==> src/rtl/mb_pkg.sv <==
// Shared Modbus RTU definitions: function/exception codes, CRC constants,
// and the response transmitter state and frame-kind encodings.
package mb_pkg;

    localparam logic [7:0]  FC_RD_HOLD   = 8'h03;
    localparam logic [7:0]  FC_RD_INPUT  = 8'h04;
    localparam logic [7:0]  FC_WR_SINGLE = 8'h06;

    localparam logic [7:0]  EXC_ILL_FUNC = 8'h01;
    localparam logic [7:0]  EXC_ILL_ADDR = 8'h02;
    localparam logic [7:0]  EXC_ILL_DATA = 8'h03;

    localparam logic [15:0] CRC_INIT     = 16'hFFFF;
    localparam logic [15:0] CRC_POLY     = 16'hA001;

    typedef enum logic [3:0] {
        ST_IDLE    = 4'd0,
        ST_LOAD    = 4'd1,
        ST_HDR     = 4'd2,
        ST_RD_REQ  = 4'd3,
        ST_RD_WAIT = 4'd4,
        ST_DATA_HI = 4'd5,
        ST_DATA_LO = 4'd6,
        ST_CRC_L   = 4'd7,
        ST_CRC_H   = 4'd8,
        ST_DONE    = 4'd9
    } state_e;

    // Which fixed header layout the frame uses.
    typedef enum logic [1:0] {
        FR_EXC = 2'd0,
        FR_WR  = 2'd1,
        FR_RD  = 2'd2
    } frame_e;

endpackage

==> src/rtl/crc16_modbus_byte.sv <==
// Combinational CRC-16/MODBUS byte step (reflected polynomial, LSB first).
// Also used by the RX frame checker.
module crc16_modbus_byte
    import mb_pkg::*;
(
    input  logic [15:0] crc_in,
    input  logic [7:0]  byte_in,
    output logic [15:0] crc_out
);

    // Fold the byte into the low half, then shift out eight bits.
    always_comb begin
        logic [15:0] c;
        c = crc_in ^ {8'h00, byte_in};
        for (int i = 0; i < 8; i++) begin
            if (c[0]) begin
                c = (c >> 1) ^ CRC_POLY;
            end else begin
                c = c >> 1;
            end
        end
        crc_out = c;
    end

endmodule

==> src/rtl/modbus_rsp_tx.sv <==
// Modbus RTU slave response builder/transmitter.
// Builds exception, write-echo (FC06) or register-read (FC03/04) responses,
// appends CRC-16/MODBUS (low byte first) and streams bytes over valid/ready.
// Optional build macro RSP_BCAST_SILENT_EN: broadcast requests (address 00)
// produce no frame, only an rsp_done pulse.
module modbus_rsp_tx
    import mb_pkg::*;
#(
    parameter logic [7:0] SLAVE_ADDR = 8'h01,
    parameter int         MAX_REGS   = 5
) (
    input  logic        clk,
    input  logic        rst,
    input  logic        exception_done,
    input  logic [7:0]  exception,
    input  logic [7:0]  func_code,
    input  logic [15:0] addr,
    input  logic [15:0] data,
    input  logic [7:0]  rx_slave_addr,
    output logic        reg_rd_en,
    output logic [15:0] reg_rd_addr,
    input  logic [15:0] reg_rd_data,
    output logic [7:0]  tx_data,
    output logic        tx_valid,
    input  logic        tx_ready,
    output logic        busy,
    output logic        rsp_done,
    output logic        rsp_drop
);

    localparam logic [7:0] MAX_N = 8'(MAX_REGS);

    state_e      state_q, state_d;
    frame_e      frame_q, frame_d;
    logic [7:0]  fc_q, fc_d;
    logic [15:0] addr_q, addr_d;
    logic [15:0] data_q, data_d;
    logic [7:0]  exc_q, exc_d;
    logic [2:0]  idx_q, idx_d;
    logic [7:0]  reg_idx_q, reg_idx_d;
    logic [7:0]  rd_lo_q, rd_lo_d;
    logic [15:0] crc_q, crc_d;
    logic [7:0]  tx_data_q, tx_data_d;
    logic        tx_valid_q, tx_valid_d;
    logic        reg_rd_en_q, reg_rd_en_d;
    logic [15:0] reg_rd_addr_q, reg_rd_addr_d;
    logic        busy_q, busy_d;
    logic        rsp_done_q, rsp_done_d;
    logic        rsp_drop_q, rsp_drop_d;

    logic        xfer_s;
    logic        bcast_silent_s;
    logic [2:0]  hdr_last_s;
    logic [15:0] crc_nxt_s;

    // The byte being transferred is always the one folded into the CRC.
    crc16_modbus_byte u_crc (
        .crc_in  (crc_q),
        .byte_in (tx_data_q),
        .crc_out (crc_nxt_s)
    );

`ifdef RSP_BCAST_SILENT_EN
    assign bcast_silent_s = (rx_slave_addr == 8'h00);
`else
    logic unused_rx_addr_s;
    assign unused_rx_addr_s = ^rx_slave_addr;
    assign bcast_silent_s   = 1'b0;
`endif

    assign xfer_s     = tx_valid_q & tx_ready;
    assign hdr_last_s = (frame_q == FR_WR) ? 3'd5 : 3'd2;

    // Header byte at index i for the selected frame layout.
    function automatic logic [7:0] hdr_byte(input frame_e fr, input logic [2:0] i,
                                            input logic [7:0] fc, input logic [15:0] a,
                                            input logic [15:0] d, input logic [7:0] exc);
        logic [7:0] b;
        case (i)
            3'd0:    b = SLAVE_ADDR;
            3'd1:    b = (fr == FR_EXC) ? (fc | 8'h80) : fc;
            3'd2:    b = (fr == FR_EXC) ? exc : ((fr == FR_RD) ? {d[6:0], 1'b0} : a[15:8]);
            3'd3:    b = a[7:0];
            3'd4:    b = d[15:8];
            3'd5:    b = d[7:0];
            default: b = 8'h00;
        endcase
        return b;
    endfunction

    // Next-state and next-output computation for the response FSM.
    always_comb begin
        state_d       = state_q;
        frame_d       = frame_q;
        fc_d          = fc_q;
        addr_d        = addr_q;
        data_d        = data_q;
        exc_d         = exc_q;
        idx_d         = idx_q;
        reg_idx_d     = reg_idx_q;
        rd_lo_d       = rd_lo_q;
        crc_d         = crc_q;
        tx_data_d     = tx_data_q;
        tx_valid_d    = tx_valid_q;
        reg_rd_en_d   = 1'b0;
        reg_rd_addr_d = reg_rd_addr_q;
        rsp_done_d    = 1'b0;
        rsp_drop_d    = exception_done & (state_q != ST_IDLE);

        case (state_q)
            ST_IDLE: begin
                if (exception_done) begin
                    fc_d   = func_code;
                    addr_d = addr;
                    data_d = data;
                    exc_d  = exception;
                    if (bcast_silent_s) begin
                        state_d    = ST_DONE;
                        rsp_done_d = 1'b1;
                    end else begin
                        state_d = ST_LOAD;
                    end
                end else begin
                    state_d = ST_IDLE;
                end
            end
            ST_LOAD: begin
                // Qualify the request; invalid quantity or function becomes an exception frame.
                if (exc_q != 8'h00) begin
                    frame_d = FR_EXC;
                end else if ((fc_q == FC_RD_HOLD) || (fc_q == FC_RD_INPUT)) begin
                    if ((data_q[7:0] == 8'h00) || (data_q[7:0] > MAX_N)) begin
                        frame_d = FR_EXC;
                        exc_d   = EXC_ILL_DATA;
                    end else begin
                        frame_d = FR_RD;
                    end
                end else if (fc_q == FC_WR_SINGLE) begin
                    frame_d = FR_WR;
                end else begin
                    frame_d = FR_EXC;
                    exc_d   = EXC_ILL_FUNC;
                end
                crc_d      = CRC_INIT;
                idx_d      = 3'd0;
                reg_idx_d  = 8'h00;
                tx_data_d  = SLAVE_ADDR;
                tx_valid_d = 1'b1;
                state_d    = ST_HDR;
            end
            ST_HDR: begin
                if (xfer_s) begin
                    crc_d = crc_nxt_s;
                    if (idx_q == hdr_last_s) begin
                        if (frame_q == FR_RD) begin
                            tx_valid_d    = 1'b0;
                            reg_rd_en_d   = 1'b1;
                            reg_rd_addr_d = addr_q;
                            state_d       = ST_RD_REQ;
                        end else begin
                            tx_data_d = crc_nxt_s[7:0];
                            state_d   = ST_CRC_L;
                        end
                    end else begin
                        idx_d     = idx_q + 3'd1;
                        tx_data_d = hdr_byte(frame_q, idx_q + 3'd1, fc_q, addr_q, data_q, exc_q);
                    end
                end else begin
                    state_d = ST_HDR;
                end
            end
            ST_RD_REQ: begin
                state_d = ST_RD_WAIT;
            end
            ST_RD_WAIT: begin
                tx_data_d  = reg_rd_data[15:8];
                rd_lo_d    = reg_rd_data[7:0];
                tx_valid_d = 1'b1;
                state_d    = ST_DATA_HI;
            end
            ST_DATA_HI: begin
                if (xfer_s) begin
                    crc_d     = crc_nxt_s;
                    tx_data_d = rd_lo_q;
                    state_d   = ST_DATA_LO;
                end else begin
                    state_d = ST_DATA_HI;
                end
            end
            ST_DATA_LO: begin
                if (xfer_s) begin
                    crc_d = crc_nxt_s;
                    if ((reg_idx_q + 8'd1) == data_q[7:0]) begin
                        tx_data_d = crc_nxt_s[7:0];
                        state_d   = ST_CRC_L;
                    end else begin
                        // Register address wraps modulo 2^16.
                        reg_idx_d     = reg_idx_q + 8'd1;
                        tx_valid_d    = 1'b0;
                        reg_rd_en_d   = 1'b1;
                        reg_rd_addr_d = addr_q + {8'h00, reg_idx_q + 8'd1};
                        state_d       = ST_RD_REQ;
                    end
                end else begin
                    state_d = ST_DATA_LO;
                end
            end
            ST_CRC_L: begin
                if (xfer_s) begin
                    tx_data_d = crc_q[15:8];
                    state_d   = ST_CRC_H;
                end else begin
                    state_d = ST_CRC_L;
                end
            end
            ST_CRC_H: begin
                if (xfer_s) begin
                    tx_valid_d = 1'b0;
                    tx_data_d  = 8'h00;
                    rsp_done_d = 1'b1;
                    state_d    = ST_DONE;
                end else begin
                    state_d = ST_CRC_H;
                end
            end
            ST_DONE: begin
                state_d = ST_IDLE;
            end
            default: begin
                state_d    = ST_IDLE;
                tx_valid_d = 1'b0;
            end
        endcase

        busy_d = (state_d != ST_IDLE);
    end

    // State and registered outputs; synchronous reset aborts any frame in flight.
    always_ff @(posedge clk) begin
        if (rst) begin
            state_q       <= ST_IDLE;
            frame_q       <= FR_EXC;
            fc_q          <= 8'h00;
            addr_q        <= 16'h0000;
            data_q        <= 16'h0000;
            exc_q         <= 8'h00;
            idx_q         <= 3'd0;
            reg_idx_q     <= 8'h00;
            rd_lo_q       <= 8'h00;
            crc_q         <= CRC_INIT;
            tx_data_q     <= 8'h00;
            tx_valid_q    <= 1'b0;
            reg_rd_en_q   <= 1'b0;
            reg_rd_addr_q <= 16'h0000;
            busy_q        <= 1'b0;
            rsp_done_q    <= 1'b0;
            rsp_drop_q    <= 1'b0;
        end else begin
            state_q       <= state_d;
            frame_q       <= frame_d;
            fc_q          <= fc_d;
            addr_q        <= addr_d;
            data_q        <= data_d;
            exc_q         <= exc_d;
            idx_q         <= idx_d;
            reg_idx_q     <= reg_idx_d;
            rd_lo_q       <= rd_lo_d;
            crc_q         <= crc_d;
            tx_data_q     <= tx_data_d;
            tx_valid_q    <= tx_valid_d;
            reg_rd_en_q   <= reg_rd_en_d;
            reg_rd_addr_q <= reg_rd_addr_d;
            busy_q        <= busy_d;
            rsp_done_q    <= rsp_done_d;
            rsp_drop_q    <= rsp_drop_d;
        end
    end

    assign tx_data     = tx_data_q;
    assign tx_valid    = tx_valid_q;
    assign reg_rd_en   = reg_rd_en_q;
    assign reg_rd_addr = reg_rd_addr_q;
    assign busy        = busy_q;
    assign rsp_done    = rsp_done_q;
    assign rsp_drop    = rsp_drop_q;

endmodule

==> config.mk <==
export PLATFORM = sky130hd
export DESIGN_NAME = modbus_rsp_tx
export DESIGN_NICKNAME = d
export VERILOG_FILES = /design/src/rtl/mb_pkg.sv /design/src/rtl/crc16_modbus_byte.sv /design/src/rtl/modbus_rsp_tx.sv
export SDC_FILE = /design/constraint.sdc
export NUM_CORES = 1
export LEC_CHECK = 0
export ABC_AREA = 0
export BUFFER_PORTS_ARGS = -buffer_cell sky130_fd_sc_hd__buf_2
export CAP_MARGIN = 5
export CORE_MARGIN = 2
export CORE_UTILIZATION = 52
export DETAILED_ROUTE_END_ITERATION = 8
export GPL_ROUTABILITY_DRIVEN = 1
export HOLD_SLACK_MARGIN = 0.03
export MAX_ROUTING_LAYER = met4
export PLACE_DENSITY = 0.77
export SKIP_LAST_GASP = 1
export SLEW_MARGIN = 20
export SYNTH_ARGS = -nofsm -noshare
export SYNTH_HDL_FRONTEND = slang
export SYNTH_SLANG_ARGS = --single-unit
export TNS_END_PERCENT = 1
==> constraint.sdc <==
create_clock -name clk -period 2.3 [get_ports clk]
set_input_delay 0.115 -clock clk [delete_from_list [all_inputs] [get_ports clk]]
set_output_delay 0.115 -clock clk [all_outputs]
set_load 0.005 [all_outputs]
==> results of run 1 <==
## synthesized netlist by cell type (4+ instances only)
| master | n | share of area (%) |
|---|---|---|
| nand2_1 | 140 | 8.1 |
| dfxtp_1 | 118 | 37 |
| a21oi_1 | 82 | 6.4 |
| nor2_1 | 70 | 4.1 |
| clkbuf_1 | 33 | 1.9 |
| nor3_1 | 33 | 2.6 |
| o21ai_0 | 28 | 2.2 |
| xnor2_1 | 28 | 3.8 |
| nand3_1 | 27 | 2.1 |
| a211oi_1 | 26 | 3.0 |
| mux2i_1 | 18 | 2.8 |
| nand2b_1 | 15 | 1.5 |
| ha_1 | 14 | 2.7 |
| xor2_1 | 12 | 1.6 |
| a22oi_1 | 11 | 1.3 |
| inv_1 | 11 | 0.64 |
| nand4_1 | 9 | 0.87 |
| nor2b_1 | 8 | 0.77 |
| nor3b_1 | 8 | 0.93 |
| a222oi_1 | 7 | 1.1 |
| and3_1 | 7 | 0.68 |
| buf_2 | 7 | 0.54 |
| o21bai_1 | 7 | 0.81 |
| buf_1 | 6 | 0.35 |
| or2_1 | 5 | 0.48 |
| a21o_1 | 4 | 0.46 |
| a221oi_1 | 4 | 0.54 |
| a22o_1 | 4 | 0.54 |
| and2_1 | 4 | 0.39 |
| o221ai_1 | 4 | 0.54 |
## worst register-to-register path: cells and delay by family (launching register included)
family / cells / cell delay (ps)
AOI/OAI and AO/OA: 5 / 940
xor gates and xnor gates: 2 / 320
adders and majority gates: 2 / 450
DFF: 1 / 360
and+or+nand+nor: 1 / 140
## flip-flops by register name (all words and copies together) (netlist names), 16 cells and up
| name | count |
|---|---|
| addr_q | 16 |
| crc_q | 16 |
| data_q | 16 |
| reg_rd_addr | 16 |
## logic make-up (layout without fill, tap and decap cells)
family          after synthesis  after routing  share of synthesized area (%)
mux                          19             19                           2.96
compound gates              203            203                           20.2
xor+xnor                     49             49                           8.33
flops                       118            118                           36.6
buf+inv                      62            276                           4.14
fa+ha+maj                    15             15                           3.02
simple gates                343            343                           24.8
## cell type report
cell class	count	area [um2]
sequential	118	2370
timing repair buffer	233	1690
tap	168	210
inverter	11	41.3
clock inverter	12	154
multi-input combinational	629	4050
clock buffer	20	437
fill	854	3100
## layer usage
layer  vias up  track usage (%)  share of wire, %
li1       3270                -                 -
met1      3236             40.8                43
met2       321             51.0                48
met3        64             7.32               6.5
met4         0             12.8               3.0
met5         -                -                 0
## power groups by stage
stage / registers [W] / logic [W] / clock network, W
2_1_floorplan: 0.00227 / 0.000643 / 0
3_3_place_gp: 0.00231 / 0.000944 / 0
3_5_place_dp: 0.00231 / 0.000961 / 0
4_1_cts: 0.00227 / 0.00105 / 0.00270
5_1_grt: 0.00229 / 0.00117 / 0.00281
6_report: 0.00227 / 0.00108 / 0.00269
## through the flow
step                hold slack [ps]  setup WS, ps  power, W  setup TNS (ps)  instance area (um2)
CTS                            44.6         -14.9   0.00602           -50.4                 8860
detailed placement              362          -192   0.00327           -1130                 7550
global placement                358         -94.4   0.00325            -703                 7550
floorplan                       244          12.7   0.00291               0                 6480
finish                         50.6         -48.0   0.00605            -361                 8960
global route                   74.5          -164   0.00626           -2660                 8960
## timing repair
| action | in CTS | in global routing |
|---|---|---|
| buffers inserted | 4 | 2 |
| pin swaps | 17 | 10 |
| endpoints found under the setup margin | 12 | 39 |
| hold endpoints to repair | 56 | 0 |
| hold buffers | 56 | 0 |
| gates resized for setup | 28 | 16 |
## how the worst max path moves through the flow
stage                             from         endpoint
after floorplan           reg_idx_q[2]  reg_rd_addr[11]
after global placement    reg_idx_q[2]  reg_rd_addr[11]
after detailed placement  reg_idx_q[1]  reg_rd_addr[13]
after CTS                 reg_idx_q[0]  reg_rd_addr[10]
after global routing      reg_idx_q[1]  reg_rd_addr[11]
final                     reg_idx_q[0]  reg_rd_addr[11]
==> results.md, run 1 <==
* Clk Tree Root Cell: clkbuf_16
* Worst path cell trace: ha_4, xor2_2, ha_1, a211oi_2, o211ai_1, a31o_4, a21oi_4, nand3b_1, xor2_1, a211oi_1
* CTS sink cnt at 118
* Slew HR at 50.8%
* Hold Crit Start: exception[1]
* Primary FF master, synth: dfxtp_1
* Core ar. at 12,100 um2
* Via count at 6,891
* Mapped cell area at about 6500 um2
* Cells after Synth at 809
* Worst Hold End: exc_q[1]
* TritonRoute pass-1 iters at 9
* Initial antenna violation count at 0
* CP arrival at approximately 2700 ps
* Initial core utilization at 53.6%
* Critical path's top delay family: compound AO/OA/AOI/OAI gates
* Worst-case reg-to-reg path depth at 10
* Worst hold path stage count at 4
* Setup slack after layout at -48.0 ps
* Die height at 115 um
* Avg Cell Area, Syn at 7.99 um2
* Net Sw Frac at 28.0%
* Worst path required time at 2610 ps
* Fin Clk Skew at 9.08 ps
* HP Class: in -> reg
* Pleak at 3.68 nW
* CTS max path bufs at 2
* Crit-path slowest cell: dfxtp_4
* First-pass GRT wire length at 32.9 mm
* Commonest non-fill, non-tap cells in the layout: nand2_1 (140), dfxtp_1 (113), buf_2 (95)
* Worst-path clk slew at about 60 ps
* Status: finished with violations
* Worst path bufs/invs at 0
* MaxCap Viol Count at 0
* Post-DP HPWL at 13.4 mm
* Peak VDD IR at roughly 0.00058 V
* Sequential element share of the synthesized area at 36.6%
* GRT Overall Usage at between 30% and 40%
* Pin count of the biggest net entering global routing at 57
* Die width at about 120 um
* Antenna-violating nets left at 0
* Share of layout cells above drive strength 1 at 24.7%
* Crit path launch type: flop
* Clock latency on the worst-skew pair at 430 ps
* Io pins at 105
* Seq cells post-synth at 118
* Minimum clock period at 2350 ps
* Initial DRC Count at 758
* CP endpoint kind: flop
* Synth cell types at 67
* Area of the die at 13,300 um2
* Async SR Flop Fraction at 0%
* Non-filler cells, final at 1,191
* DRT Wirelength at 20.5 mm
* Pwr dens at ~670 nW/um2
* Layout Area Growth over Synthesis at 38.7%
* Critical Path Max Stage Delay at 360 ps
* Fin util at 74.3%
* Rows at 40
* Routability cong. at 1.01
* Post-route DRC violation count at 0
* CTS Buf Count at 17
* Clock share of power at ~45%
* Number of diodes at 0
* Number of nets in the layout at 1,101
* CTS tree: yes
* RSZ-0062 raised after global routing: true
* Reg2Reg Launch Point: reg_idx_q[0]
* Worst-Margin Slew at roughly 740 ps
* Port bufs at 96
* Grt ovf at 0
* Yosys warning total at 0
* Synth Net Count at 900
* Worst r2r dst: reg_rd_addr[11]
* Via density at 5.79
* Flop2flop setup slack at -50 ps
* Post-synth EDFFs at 0
* Failing checks: negative setup slack
* Most common cell after layout, fill and taps aside: nand2_1
* CP Class: reg -> reg
* Psw at 0.00170 W
* Int Pwr at 0.00435 W
* Crit. path cell count at 10
* Fmax at 0.426 GHz
* Final setup violation count at 11
* Sequential power share at 37.6%
* Placed cells at around 1.1k
* H-tree Lvls at 4
* Critical path fanouts, max at 5
* Endpoints failing hold at 0
* Gate power share at 17.8%
* Final worst path period share at 102%
* Post-DR wirelength/cell at 17.2 um
* Slew Limit Fails at 0
* Vias in the first global route at 6,522
Note: power is estimated with default switching activity, not from simulation.
==> inputs of run 2 (changes only) <==
Settings changed: BUFFER_PORTS_ARGS -buffer_cell sky130_fd_sc_hd__buf_2 to unset, CORE_UTILIZATION 52 to 58, DONT_BUFFER_PORTS set to 1, PLACE_DENSITY 0.77 to 0.76.
==> results.md, run 2 (synthesized netlist as in run 1, its figures left out) <==
* Crit path launch type: flop
* HP Class: in -> reg
* Clock latency on the worst-skew pair at 530 ps (+100 ps)
* Slew HR at 58.3% (+7.5 points)
* Initial antenna violation count at 0 (unchanged)
* CTS Hold Bufs at 29 (-48%)
* Final worst path period share at 107% (+4.6 points)
* Vias in the first global route at 6,061 (-7.1%)
* Pleak at 3.16 nW (-14%)
* Critical path fanouts, max at 5 (unchanged)
* Core ar. at 10,800 um2 (-10%)
* Commonest non-fill, non-tap cells in the layout: nand2_1 (140), dfxtp_1 (114), a21oi_1 (81)
* Port bufs at 0 (-100%)
* CTS tree: yes
* CP Class: reg -> reg
* Clk Tree Root Cell: clkbuf_8
* Via count at 6,434 (-6.6%)
* CP endpoint kind: flop
* Initial core utilization at 59.6% (+6.0 points)
* Share of layout cells above drive strength 1 at 17.1% (-7.6 points)
* Post-DR wirelength/cell at 19.3 um (+12%)
* Layout Area Growth over Synthesis at 25.8%
* Final setup violation count at 20 (+9)
* Worst-path clk slew at 60 ps (about the same)
* Pwr dens at 709 nW/um2 (+5.1%)
* Placed cells at 964 (-12%)
* CTS Buf Count at 17 (unchanged)
* Fmax at 0.407 GHz (-4.3%)
* Antenna-violating nets left at 0 (unchanged)
* TritonRoute pass-1 iters at 7 (-2)
* MaxCap Viol Count at 0 (unchanged)
* Grt ovf at 0 (unchanged)
* Number of nets in the layout at 972 (-12%)
* Slew Limit Fails at 0 (unchanged)
* Peak VDD IR at 0.000606 V (+3.6%)
* Hold slack at -337 ps (-388 ps)
* Fin util at 75.0% (+0.70 points)
* CTS max path bufs at 2 (unchanged)
* Initial DRC Count at 696 (-8.2%)
* CP arrival at 2870 ps (+210 ps)
* Most common cell after layout, fill and taps aside: nand2_1
* GRT Overall Usage at 34.7% (+2.2 points)
* Failing checks: negative hold slack, negative setup slack
* Setup slack after layout at -154 ps (-106 ps)
* Io pins at 105 (unchanged)
* Post-DP HPWL at 13.4 mm (+0.38%)
* First-pass GRT wire length at 31.1 mm (-5.3%)
* Number of diodes at 0 (unchanged)
* CTS sink cnt at 118 (unchanged)
* Die height at 110 um (-5.1%)
* DRT Wirelength at 19.9 mm (-2.7%)
* Minimum clock period at 2450 ps (+106 ps)
* Area of the die at 12,000 um2 (-10%)
* Fin Clk Skew at 6.96 ps (-2.12 ps)
* Worst-Margin Slew at 619 ps (-120 ps)
* Die width at 110 um (-5.1%)
* RSZ-0062 raised after global routing: true
* Routability cong. at 0.997 (-0.78%)
* Non-filler cells, final at 1,033 (-13%)
* Status: finished with violations
* Via density at 6.23 (+7.6%)
* Rows at 38 (-5.0%)
* Endpoints failing hold at 90 (+90)
* Pin count of the biggest net entering global routing at 120 (+110%)
* Worst path required time at 2720 ps (+110 ps)
* H-tree Lvls at 4 (unchanged)
* Post-route DRC violation count at 0 (unchanged)
-- run 2: changes by cell type in the layout (fill, tap and decap cells not counted), moves of 3 or more --
cell           delta
buf_4             -7
dlygate4sd3_1    -27
clkbuf_8          +5
o21ai_2           +3
o21ai_1           -3
buf_2            -95
dfxtp_2           -3
-- run 2: path summary, 6_finish.rpt --
path / startpoint / endpoint / slack, ps / depth (start not counted)
worst max-delay path: reg_idx_q[0] / reg_rd_addr[11] / -150 / 11
worst min-delay path: rst / tx_valid / -340 / 1
worst max register to register: reg_idx_q[0] / reg_rd_addr[11] / -150 / 11
worst min register to register: data_q[14] / data_q[14] / 470 / 2
-- run 2: what timing repair did --
action	CTS	global route
resized for setup	35	15
setup buffers	4	5
endpoints found under the hold margin	118	90
pin swaps	23	10
setup endpoints to repair	13	45
-- run 2: through the flow --
step | setup TNS (ps) | total power, W | setup WS, ps | area (um2) | hold slack (ps)
after CTS | -203 | 0.00574 | -31.0 | 8000 | -354
after global routing | -4760 | 0.00597 | -278 | 8130 | -357
after global placement | -492 | 0.00312 | -70.3 | 6950 | 193
after detailed placement | -1380 | 0.00315 | -200 | 6950 | 202
after floorplan | 0 | 0.00291 | 12.7 | 6480 | 244
final | -1690 | 0.00576 | -154 | 8130 | -337
-- run 2: area by class of cell --
type / instances / area, um2
well taps: 140 / 175
repair buffers: 104 / 886
clock inverters: 8 / 97.6
flip-flops and latches: 118 / 2380
clock buffers: 23 / 477
fillers: 805 / 2710
multi-input cells: 629 / 4070
inverters: 11 / 41.3
-- run 2: critical path: stages (launching register included) --
cell and delay [ps]:
dfxtp_4 370, ha_4 200, nand3_4 120, xnor2_4 180
ha_4 180, nor2_2 150, o211ai_1 170, a31o_4 300
a21oi_4 240, nand3b_1 170, xor2_1 170, a211oi_1 90
-- run 2: per-layer routing --
metal / vias up / global-route usage, % / share of wire (%)
li1: 3010 / - / -
met1: 3075 / 43.4 / 41
met2: 298 / 55.3 / 49
met3: 51 / 7.65 / 8.1
met4: 0 / 12.5 / 2.4
met5: - / - / 0
-- run 2: where the power goes --
group / internal (W) / leakage (nW) / total (W) / switching (W)
clock network: 0.00164 / 0.276 / 0.00258 / 0.000941
registers: 0.00215 / 0.964 / 0.00227 / 0.000124
logic: 0.000403 / 1.92 / 0.000908 / 0.000505
total: 0.00419 / 3.16 / 0.00576 / 0.00157
